`src/rtl/send_queue_arbiter.sv`:
```
// ============================================================================
// send_queue_arbiter
//   Byte/word requester arbitration into a 512-slot circular send queue.
//   Rev 1.0
// ============================================================================
`default_nettype none

module send_queue_arbiter (
    input  logic        CLK,
    input  logic        INITIALIZE,
    input  logic        byte_req,
    input  logic [7:0]  byte_data,
    output logic        byte_ack,
    input  logic        word_req,
    input  logic [31:0] word_data,
    output logic        word_ack,
    input  logic [8:0]  queue_s,
    output logic [8:0]  queue_t,
    output logic        wr_en,
    output logic [8:0]  wr_addr,
    output logic [7:0]  wr_data,
    output logic        full,
    output logic        empty
);

    typedef enum logic [0:0] {
        IDLE = 1'b0,
        WORD = 1'b1
    } state_t;

    state_t      state, state_next;
    logic [1:0]  idx, idx_next;
    logic [31:0] word_buf, word_buf_next;
    logic        last_word, last_word_next;

    logic        wr_en_next;
    logic [8:0]  wr_addr_next;
    logic [7:0]  wr_data_next;
    logic        byte_ack_next;
    logic        word_ack_next;

    logic [8:0]  used;
    logic [8:0]  eff_tail;
    logic [8:0]  free;
    logic        byte_elig;
    logic        word_elig;
    logic        grant_byte;
    logic        grant_word;
    logic [1:0]  idx_inc;
    logic [7:0]  word_byte;

    assign used  = queue_t - queue_s;
    assign full  = (used == 9'd511);
    assign empty = (used == 9'd0);

    // A write in flight this cycle already owns the slot at queue_t.
    assign eff_tail = queue_t + {8'd0, wr_en};
    assign free     = 9'd511 - (eff_tail - queue_s);

    assign byte_elig = byte_req && !byte_ack && (free >= 9'd1);
    assign word_elig = word_req && !word_ack && (free >= 9'd4);

    assign grant_word = (state == IDLE) && word_elig && (!byte_elig || !last_word);
    assign grant_byte = (state == IDLE) && byte_elig && !grant_word;

    assign idx_inc = idx + 2'd1;

    always_comb begin
        word_byte = word_buf[31:24];
        case (idx_inc)
            2'd1:    word_byte = word_buf[23:16];
            2'd2:    word_byte = word_buf[15:8];
            2'd3:    word_byte = word_buf[7:0];
            default: word_byte = word_buf[31:24];
        endcase
    end

    always_comb begin
        state_next     = state;
        idx_next       = idx;
        word_buf_next  = word_buf;
        last_word_next = last_word;
        wr_en_next     = 1'b0;
        wr_addr_next   = wr_addr;
        wr_data_next   = wr_data;
        byte_ack_next  = 1'b0;
        word_ack_next  = 1'b0;

        case (state)
            IDLE: begin
                if (grant_word) begin
                    word_ack_next  = 1'b1;
                    word_buf_next  = word_data;
                    wr_en_next     = 1'b1;
                    wr_addr_next   = eff_tail;
                    wr_data_next   = word_data[31:24];
                    idx_next       = 2'd0;
                    last_word_next = 1'b1;
                    state_next     = WORD;
                end else if (grant_byte) begin
                    byte_ack_next  = 1'b1;
                    wr_en_next     = 1'b1;
                    wr_addr_next   = eff_tail;
                    wr_data_next   = byte_data;
                    last_word_next = 1'b0;
                end
            end
            WORD: begin
                // idx names the word byte being written this cycle.
                if (idx == 2'd3) begin
                    state_next = IDLE;
                end else begin
                    idx_next     = idx_inc;
                    wr_en_next   = 1'b1;
                    wr_addr_next = eff_tail;
                    wr_data_next = word_byte;
                end
            end
            default: state_next = IDLE;
        endcase
    end

    always_ff @(posedge CLK) begin
        if (INITIALIZE) begin
            state     <= IDLE;
            idx       <= 2'd0;
            word_buf  <= 32'd0;
            last_word <= 1'b1;
            queue_t   <= 9'd0;
            wr_en     <= 1'b0;
            wr_addr   <= 9'd0;
            wr_data   <= 8'd0;
            byte_ack  <= 1'b0;
            word_ack  <= 1'b0;
        end else begin
            state     <= state_next;
            idx       <= idx_next;
            word_buf  <= word_buf_next;
            last_word <= last_word_next;
            queue_t   <= eff_tail;
            wr_en     <= wr_en_next;
            wr_addr   <= wr_addr_next;
            wr_data   <= wr_data_next;
            byte_ack  <= byte_ack_next;
            word_ack  <= word_ack_next;
        end
    end

endmodule

`default_nettype wire

```
`config.mk`:
```
export PLATFORM = sky130hd
export DESIGN_NAME = send_queue_arbiter
export DESIGN_NICKNAME = d
export VERILOG_FILES = /design/src/rtl/send_queue_arbiter.sv
export SDC_FILE = /design/constraint.sdc
export NUM_CORES = 1
export LEC_CHECK = 0
export CORE_ASPECT_RATIO = 1.4
export CORE_MARGIN = 5
export CORE_UTILIZATION = 51
export DETAILED_ROUTE_END_ITERATION = 12
export MAX_ROUTING_LAYER = met4
export PLACE_DENSITY = 0.8
export SLEW_MARGIN = 40
export SYNTH_ARGS = -nofsm -noshare
export SYNTH_HDL_FRONTEND = slang
export SYNTH_SLANG_ARGS = --single-unit
```
`constraint.sdc`:
```
create_clock -name CLK -period 4.9 [get_ports CLK]
set_clock_uncertainty 0.2 [all_clocks]
set_input_delay 0.735 -clock CLK [delete_from_list [all_inputs] [get_ports CLK]]
set_output_delay 0.735 -clock CLK [all_outputs]
set_load 0.01 [all_outputs]
```
After elaboration in Yosys (flattened, before gate mapping)
Cells that the tools add are included.
- bits in registers: 65
- input bits: 53
- output and inout port bits: 31
- word-level logic and storage cells: 68
- add/subtract/negate cells: 5
- $lt $le $gt $ge: 2
- eq/ne operators: 8
- muxes and demuxes: 20
- bitwise operators: 1
- reduce and logical (&&, ||, !) cells: 22
- operators with widths (kind ; count):
    $mux 9 ; 3
    $mux 8 ; 3
    $pmux 8 s3 ; 1
    $pmux 9 s2 ; 1
    $sub 9x9->9 ; 2
    $pmux 8 s2 ; 1
    $add 9x1->9 ; 1
    $eq 9x9->1 const B ; 1
    $ge 9x1->1 const B ; 1
    $ge 9x3->1 const B ; 1
    $logic_not 9->1 ; 1
    $sub 9x9->9 const A ; 1
    $logic_and 1x1->1 ; 8
    $reduce_and 2->1 ; 4
    $eq 2x2->1 const B ; 3
    $mux 1 ; 6
    $logic_not 1->1 ; 5
    $mux 2 ; 2
    $ne 2x2->1 const B ; 2
    $pmux 1 s2 ; 2
    $pmux 2 s2 ; 1
    $ne 3x3->1 const B ; 1
    $reduce_or 3->1 ; 1
    $add 2x1->2 const B ; 1
    5 further kinds ; 5

Longest topological paths before layout
Gate-level depths: netlist of run 1.
- depth after elaboration: 13
- gate-level depth with buffers: 16
- depth with buffers taken out: 13

Worst setup path before layout of run 1
OpenSTA, ideal clock, no wires.
- path kind: reg-to-reg
- start point: register queue_t[0]
- end point: register wr_data[6]
- library setup time: 0.124 ns
- data arrival time: 3.614 ns
- required time: 4.576 ns
- path slack: 0.962 ns
- cell stages (with the launch flop): 17
- path buffers: 3
- clock period less this slack: 3.938 ns
- path through: dfxtp_1 ha_1 ha_1 xnor2_1 ha_1 clkbuf_1 a211oi_2 nor2_1 maj3_2 a21o_1 a221oi_1 nand3_1 or3_1 buf_2 buf_6 a211oi_1 o31ai_1
- word-level cells in the longest chain between the ends: 12
- elaborated cells on any way between the ends: 18
- those cells by class: add/sub: 3; order compare: 2; eq/ne: 1; mux: 2; reduce/logical: 10
- RTL lines (element ; line ; RTL):
    start: declaration ; 18 ; output logic [8:0] queue_t,
    start signal: assignment ; 140 ; queue_t <= eff_tail;
    $add 9x1->9 * ; 57 ; assign eff_tail = queue_t + {8'd0, wr_en};
    $sub 9x9->9 * (2 in a row) ; 58 ; assign free = 9'd511 - (eff_tail - queue_s);
    $ge 9x1->1 ; 60 ; assign byte_elig = byte_req && !byte_ack && (free >= 9'd1);
    $logic_and 1x1->1 ; 60 ;
    $logic_not 1->1 ; 63 ; assign grant_word = (state == IDLE) && word_elig && (!byte_elig || !last_word);
    $logic_or 1x1->1 ; 63 ;
    $logic_and 1x1->1 ; 63 ;
    $logic_not 1->1 ; 64 ; assign grant_byte = (state == IDLE) && byte_elig && !grant_word;
    $logic_and 1x1->1 ; 64 ;
    $ne 3x3->1 (no line) ; n/a ;
    $reduce_and 2->1 (no line) ; n/a ;
    end signal: assignment ; 143 ; wr_data <= wr_data_next;
    end: declaration ; 21 ; output logic [7:0] wr_data,
Mark *: on every way between the ends. The rest lies on a longest branch, timed or not.
A chain may end at the register's enable or synchronous reset.

Worst setup path in the final report of run 1
- start point: input queue_s[0]
- end point: output empty
- word-level cells in the longest chain between the ends: 2
- RTL lines (element ; line ; RTL):
    start: declaration ; 17 ; input logic [8:0] queue_s,
    $sub 9x9->9 ; 52 ; assign used = queue_t - queue_s;
    $logic_not 9->1 ; 54 ; assign empty = (used == 9'd0);
    end: declaration ; 23 ; output logic empty
No other way between the ends.

==> flow_summary.yaml, run 1 <==
power:
  power_per_cell_area_nw_per_um2: 303
  seqPwrFrac_pct: 39.5
  leakage_nw: 1.90
  max-vdd-ir-drop_mv: 0.188
  p_clk_share_pct: 37.8
  switching_share_pct: 28.4
  total_power_mw: 1.52
  intPower_mw: 1.09
  combPwrFrac_pct: 22.7
  p_sw_mw: 0.432
logic_synthesis:
  synth_fa_ha_area_share_pct: 8.37
  ys_ff_latch: 65
  synth-async-reset-ratio_pct: 0
  synth-simple-area-share_pct: 19.1
  synth_compound_area_share_pct: 26.7
  synthXorXnorAreaFrac_pct: 4.49
  ys.flop_type: "dfxtp_1"
  synth_area_per_cell_um2: 8.27
  synth_top_family_by_area: "compound AO/OA/AOI/OAI gates"
  yosys.area.top_type: "dfxtp_1"
  yosys_warnings: 0
  syn_nets: 544
  synth_top_cell_area_share_pct: 33.6
  synth_seq_area_share_pct: 33.6
  ys_types: 58
  syn-cell-area_um2: 3870
  syn_inst: 468
  synth-edff-count: 0
  synth_mux_area_share_pct: 1.55
  synth_area_leaders: "dfxtp_1, ha_1, o21ai_0, a21oi_1, nand3_1"
setup_path:
  cp_data_arrival_time_ns: 3.71
  cp_slowest_cell: "clkdlybuf4s50_1"
  worstPathRequired_ns: 3.96
  cp_top_family: "buffers and inverters"
  crit_chain: "clkdlybuf4s50_1, ha_1, inv_1, fa_1, a21o_1, a21oi_2, o21bai_1, a21oi_2, nor2b_1, o21ai_1, nand2b_1, xnor2_1, and4_1, clkdlybuf4s50_1"
  path_buf_inv: 3
  end_kind: "primary output"
  slowest_delay_ns: 0.53
  cp-start-kind: "input pin"
  cp_max_fo: 2
  critPathKind: "in2out"
placed_design:
  dp_hpwl_um: 7370
  routabilityCongestion: 0.876
  dpl.cell_count: 616
  dpl_cell_area_um2: 4740
  port_buffers: 83
  dpl_worst_slack_ns: 0.0222
sta:
  hold_viol: 0
  setup_tns_ns: 0
  rsz0062_at_grt: "no"
  period_needed_ns: 4.65
  slew_violations: 0
  setup_slack_ns: 0.251
  fin_crit_sh_pct: 94.9
  maxSlewHeadroom_pct: 48.5
  tightest_slew_ns: 0.773
  whs_ns: 0.259
  setup_violations: 0
  fmax_mhz: 215
final_layout:
  regArea_um2: 1300
  multiInputGateArea_um2: 2360
  n_antenna_cell: 0
  drive_above_1_share_pct: 8.60
  final_cells: 632
  syn2layout_area_growth_pct: 29.3
  nets: 606
  nFillCells: 625
  final_common_cell: "clkdlybuf4s50_1"
  final_core_util_pct: 68.0
  final_cell_mix: "clkdlybuf4s50_1, dfxtp_1, o21ai_0"
  final_area_um2: 5010
drt:
  vias_per_cell: 5.94
  avgRoutedWirePerCell_um: 16.5
  drc: 0
  ant_nets: 0
  dr.pass1.iters: 5
  wl_um: 10400
  dr.first_iter.drc_count: 140
  via_count: 3752
clock_network:
  clk_path_buf_depth: 2
  cts-root-buf: "clkbuf_8"
  htree_levels: 3
  cts_buffers: 9
  clk_latency_ns: 0.35
  cts_tree: "done"
  numClockSinks: 65
  holdBufCountCts: 0
  clk_pin_slew_ns: 0.07
global_route:
  grt_pass1_vias: 3702
  grt_util_all_layers_pct: 22.3
  grt_start_max_net_pins: 76
  grt.overflow.total: 0
  grt_pass1_wl_um: 16900
  antenna_found_initial: 0
floorplanning:
  io_pins: 84
  core_area_um2: 7360
  die-area_um2: 9460
  num_rows: 37
  die_w_um: 83.6
  fp.dieH_um: 113
  initial_core_util_pct: 52.6
outcome:
  outcome: "finished, final reports clean"
run:
  drv_cap: 0
min_path:
  hp-class: "reg2reg"
==> tightest hold or removal path, stage by stage, from the launching register on <==
cell and delay (ns):
dfxtp_1 0.31, nand2_1 0.05, a21oi_1 0.05
==> area by class of cell <==
type / count / share of cell area (%)
multi-input combinational: 345 / 47.2
sequential: 65 / 26.0
timing repair buffer: 89 / 17.8
clock buffer: 10 / 2.75
tap: 97 / 2.42
clock inverter: 6 / 2.30
inverter: 20 / 1.50
==> state kept, by name, indices dropped and copies added (netlist names) <==
register   cells
last_word      1
word_ack       1
wr_en          1
wr_addr        9
byte_ack       1
queue_t        9
idx            2
wr_data        8
word_buf      32
state          1
==> power groups by stage <==
stage	clock [mW]	sequential, mW	combinational, mW
finish	0.574	0.600	0.345
global route	0.601	0.604	0.378
CTS	0.582	0.600	0.345
detailed placement	0	0.612	0.342
global placement	0	0.609	0.330
floorplan	0	0.606	0.206
==> synth_stat cells (3+ instances only) <==
cell / number
dfxtp_1: 65
o21ai_0: 46
a21oi_1: 43
nand3_1: 36
clkbuf_1: 31
nor2_1: 26
ha_1: 21
nand2_1: 21
inv_1: 19
xnor2_1: 14
nand3b_1: 13
nor4_1: 12
a211o_1: 10
o31ai_1: 10
a222oi_1: 8
a211oi_1: 7
mux2i_1: 6
nand2b_1: 6
nand4_1: 5
or2_2: 5
a21o_1: 4
buf_2: 4
xor2_1: 4
a211oi_2: 3
a31oi_1: 3
nor3_1: 3
o211ai_1: 3
o21bai_1: 3
==> metal layers <==
layer	global-route usage [%]	vias to the layer above	routed length [um]
li1	-	1845	-
met5	-	-	0
met3	4.95	18	576
met2	41.0	117	5620
met4	8.37	0	202
met1	22.9	1772	4020
==> path summary, 6_finish.rpt <==
kind                                               from                      end  slack [ns]  depth (start not counted)
worst max-delay path                         queue_s[0]                    empty        0.25                         14
worst min register to register  wr_addr[4]$_SDFFE_PP0P_  wr_addr[4]$_SDFFE_PP0P_        0.26                          2
worst max register to register    queue_t[1]$_SDFF_PP0_  wr_data[6]$_SDFFE_PP0P_        0.48                         13
worst min-delay path            wr_addr[4]$_SDFFE_PP0P_  wr_addr[4]$_SDFFE_PP0P_        0.26                          2
==> repair_timing <==
item / 4_1_cts / 5_1_grt
gates resized for setup: 0 / 5
endpoints found under the setup margin: 0 / 2
setup buffers: 0 / 0
==> cell families (layout without fill, tap and decap cells) <==
kind of cell             Yosys count  in the layout
AND/OR/NAND/NOR                  139            139
buffers and inverters             58            125
multiplexers                       6              6
AO/OA/AOI/OAI                    156            156
adder cells (fa/ha/maj)           25             25
flip-flops                        65             65
XOR/XNOR                          19             19
No activity file was read; power rests on OpenSTA's default activity.
==> inputs of run 2 (changes only) <==
Settings changed: CAP_MARGIN from default to 15.
==> results of run 2 <==
No change in the layout: final DEF, timing and power equal those of run 1.
==> inputs of run 3 (changes only) <==
Settings changed: CORE_MARGIN 5 to default.
==> flow_summary.yaml, run 3 (synthesized netlist as in run 1, its figures left out) <==
outcome:
  outcome: "finished, final reports clean"
final_layout:
  nets: 607
  final_common_cell: "clkdlybuf4s50_1"
  multiInputGateArea_um2: 2360
  largest_reg_flops: 32
  syn2layout_area_growth_pct: 29.3
  drive_above_1_share_pct: 8.21
  n_antenna_cell: 0
  final_cell_mix: "clkdlybuf4s50_1, dfxtp_1, o21ai_0"
  regArea_um2: 1300
  largestRegisters: "word_buf x32, queue_t x9, wr_addr x9"
  final_area_um2: 5000
  regMostFlops: "word_buf"
  nFillCells: 620
  final_core_util_pct: 68.0
setup_path:
  cp.depth: 13
  crit_chain: "clkdlybuf4s50_1, inv_1, ha_1, nor2b_1, o21ai_0, a21boi_0, o21ai_0, nand2b_1, a21o_1, a21oi_1, xor2_1, and4_1, clkdlybuf4s50_1"
  cp_max_fo: 3
  slowest_delay_ns: 0.54
  cp-start-kind: "input pin"
  path_buf_inv: 3
  worstPathRequired_ns: 3.96
  critPathKind: "in2out"
  end_kind: "primary output"
  cp_slowest_cell: "clkdlybuf4s50_1"
  reg2regPathDepth: 13
  cp_data_arrival_time_ns: 3.72
  cp_top_family: "buffers and inverters"
clock_network:
  cts_buffers: 9
  cts-root-buf: "clkbuf_8"
  htree_levels: 3
  numClockSinks: 65
  clk_path_buf_depth: 2
  clk_latency_ns: 0.35
  clk_pin_slew_ns: 0.07
  cts_tree: "done"
drt:
  ant_nets: 0
  avgRoutedWirePerCell_um: 16.1
  dr.pass1.iters: 8
  via_count: 3839
  wl_um: 10200
  dr.first_iter.drc_count: 266
  drc: 0
  vias_per_cell: 6.06
min_path:
  hold_depth: 2
  hp-class: "reg2reg"
global_route:
  busiest_layer: "met2"
  grt_util_all_layers_pct: 28.5
  grt_pass1_wl_um: 17000
  use_met2_pct: 47.7
  grt_pass1_vias: 3792
  gr-usage-met3_pct: 4.34
  antenna_found_initial: 0
  grt.overflow.total: 0
  grt_start_max_net_pins: 46
  grt_use_met1_pct: 32.2
sta:
  fmax_mhz: 215
  setup_violations: 0
  maxSlewHeadroom_pct: 48.1
  slew_violations: 0
  setup_tns_ns: 0
  tightest_slew_ns: 0.778
  fin_crit_sh_pct: 95.1
  rsz0062_at_grt: "no"
  hold_viol: 0
  period_needed_ns: 4.66
floorplanning:
  initial_core_util_pct: 52.6
  io_pins: 84
  core_area_um2: 7360
  die-area_um2: 7950
  die_w_um: 75.6
  num_rows: 37
  fp.dieH_um: 105
power:
  leakage_nw: 1.90
  max-vdd-ir-drop_mv: 0.186
  power_per_cell_area_nw_per_um2: 293
placed_design:
  routabilityCongestion: 0.896
  dp_hpwl_um: 7160
  dpl_cell_area_um2: 4770
  port_buffers: 83
run:
  drv_cap: 0
run 3: cell count changes in the layout (fill, tap and decap cells not counted), sizes merged:
cell,change
clkbuf,+4
clkinv,-2
buf,+1
bufinv,-1
clkinvlp,-1
run 3: final timing paths:
check | from | endpoint | slack, ns
max | queue_s[1] | empty | 0.24
min | wr_addr[4]$_SDFFE_PP0P_ | wr_addr[4]$_SDFFE_PP0P_ | 0.26
max reg2reg | queue_t[1]$_SDFF_PP0_ | wr_data[5]$_SDFFE_PP0P_ | 0.53
min reg2reg | wr_addr[4]$_SDFFE_PP0P_ | wr_addr[4]$_SDFFE_PP0P_ | 0.26
run 3: cell type report:
type | instances | share of cell area (%)
repair buffers | 90 | 18.4
inverters | 20 | 1.50
clock inverters | 2 | 1.20
multi-input cells | 345 | 47.2
clock buffers | 14 | 3.25
flip-flops and latches | 65 | 26.0
well taps | 97 | 2.43
run 3: routing by layer:
| metal | part of all wire (%) | routed length, um |
|---|---|---|
| met5 | 0 | 0 |
| met4 | 3.0 | 305 |
| met3 | 4.1 | 416 |
| met2 | 54 | 5540 |
| met1 | 39 | 3940 |
run 3: what timing repair did:
action | CTS | global route
resized for setup | 0 | 3
buffers inserted | 0 | 0
setup endpoints to repair | 0 | 2
hold buffers | 0 | 0
run 3: through the flow:
stage	total power [mW]	hold slack, ns	setup slack, ns	instances
finish	1.47	0.257	0.241	633
global route	1.54	0.267	0.00292	633
CTS	1.48	0.256	0.0487	633
detailed placement	0.960	0.247	0.0602	617
global placement	0.938	0.241	0.184	615
floorplan	0.812	0.251	0.962	468
run 3: report_power, final:
part	internal (mW)	total [mW]	leakage, nW	switching, mW
logic	0.170	0.350	1.26	0.180
registers	0.569	0.601	0.531	0.0325
clock network	0.315	0.517	0.111	0.201
total	1.05	1.47	1.90	0.414
run 3: tightest hold or removal path, delay by kind of cell, from the launching register on:
| family | cells | cell delay [ns] |
|---|---|---|
| AOI/OAI and AO/OA | 1 | 0.05 |
| and+or+nand+nor | 1 | 0.05 |
| DFF | 1 | 0.31 |
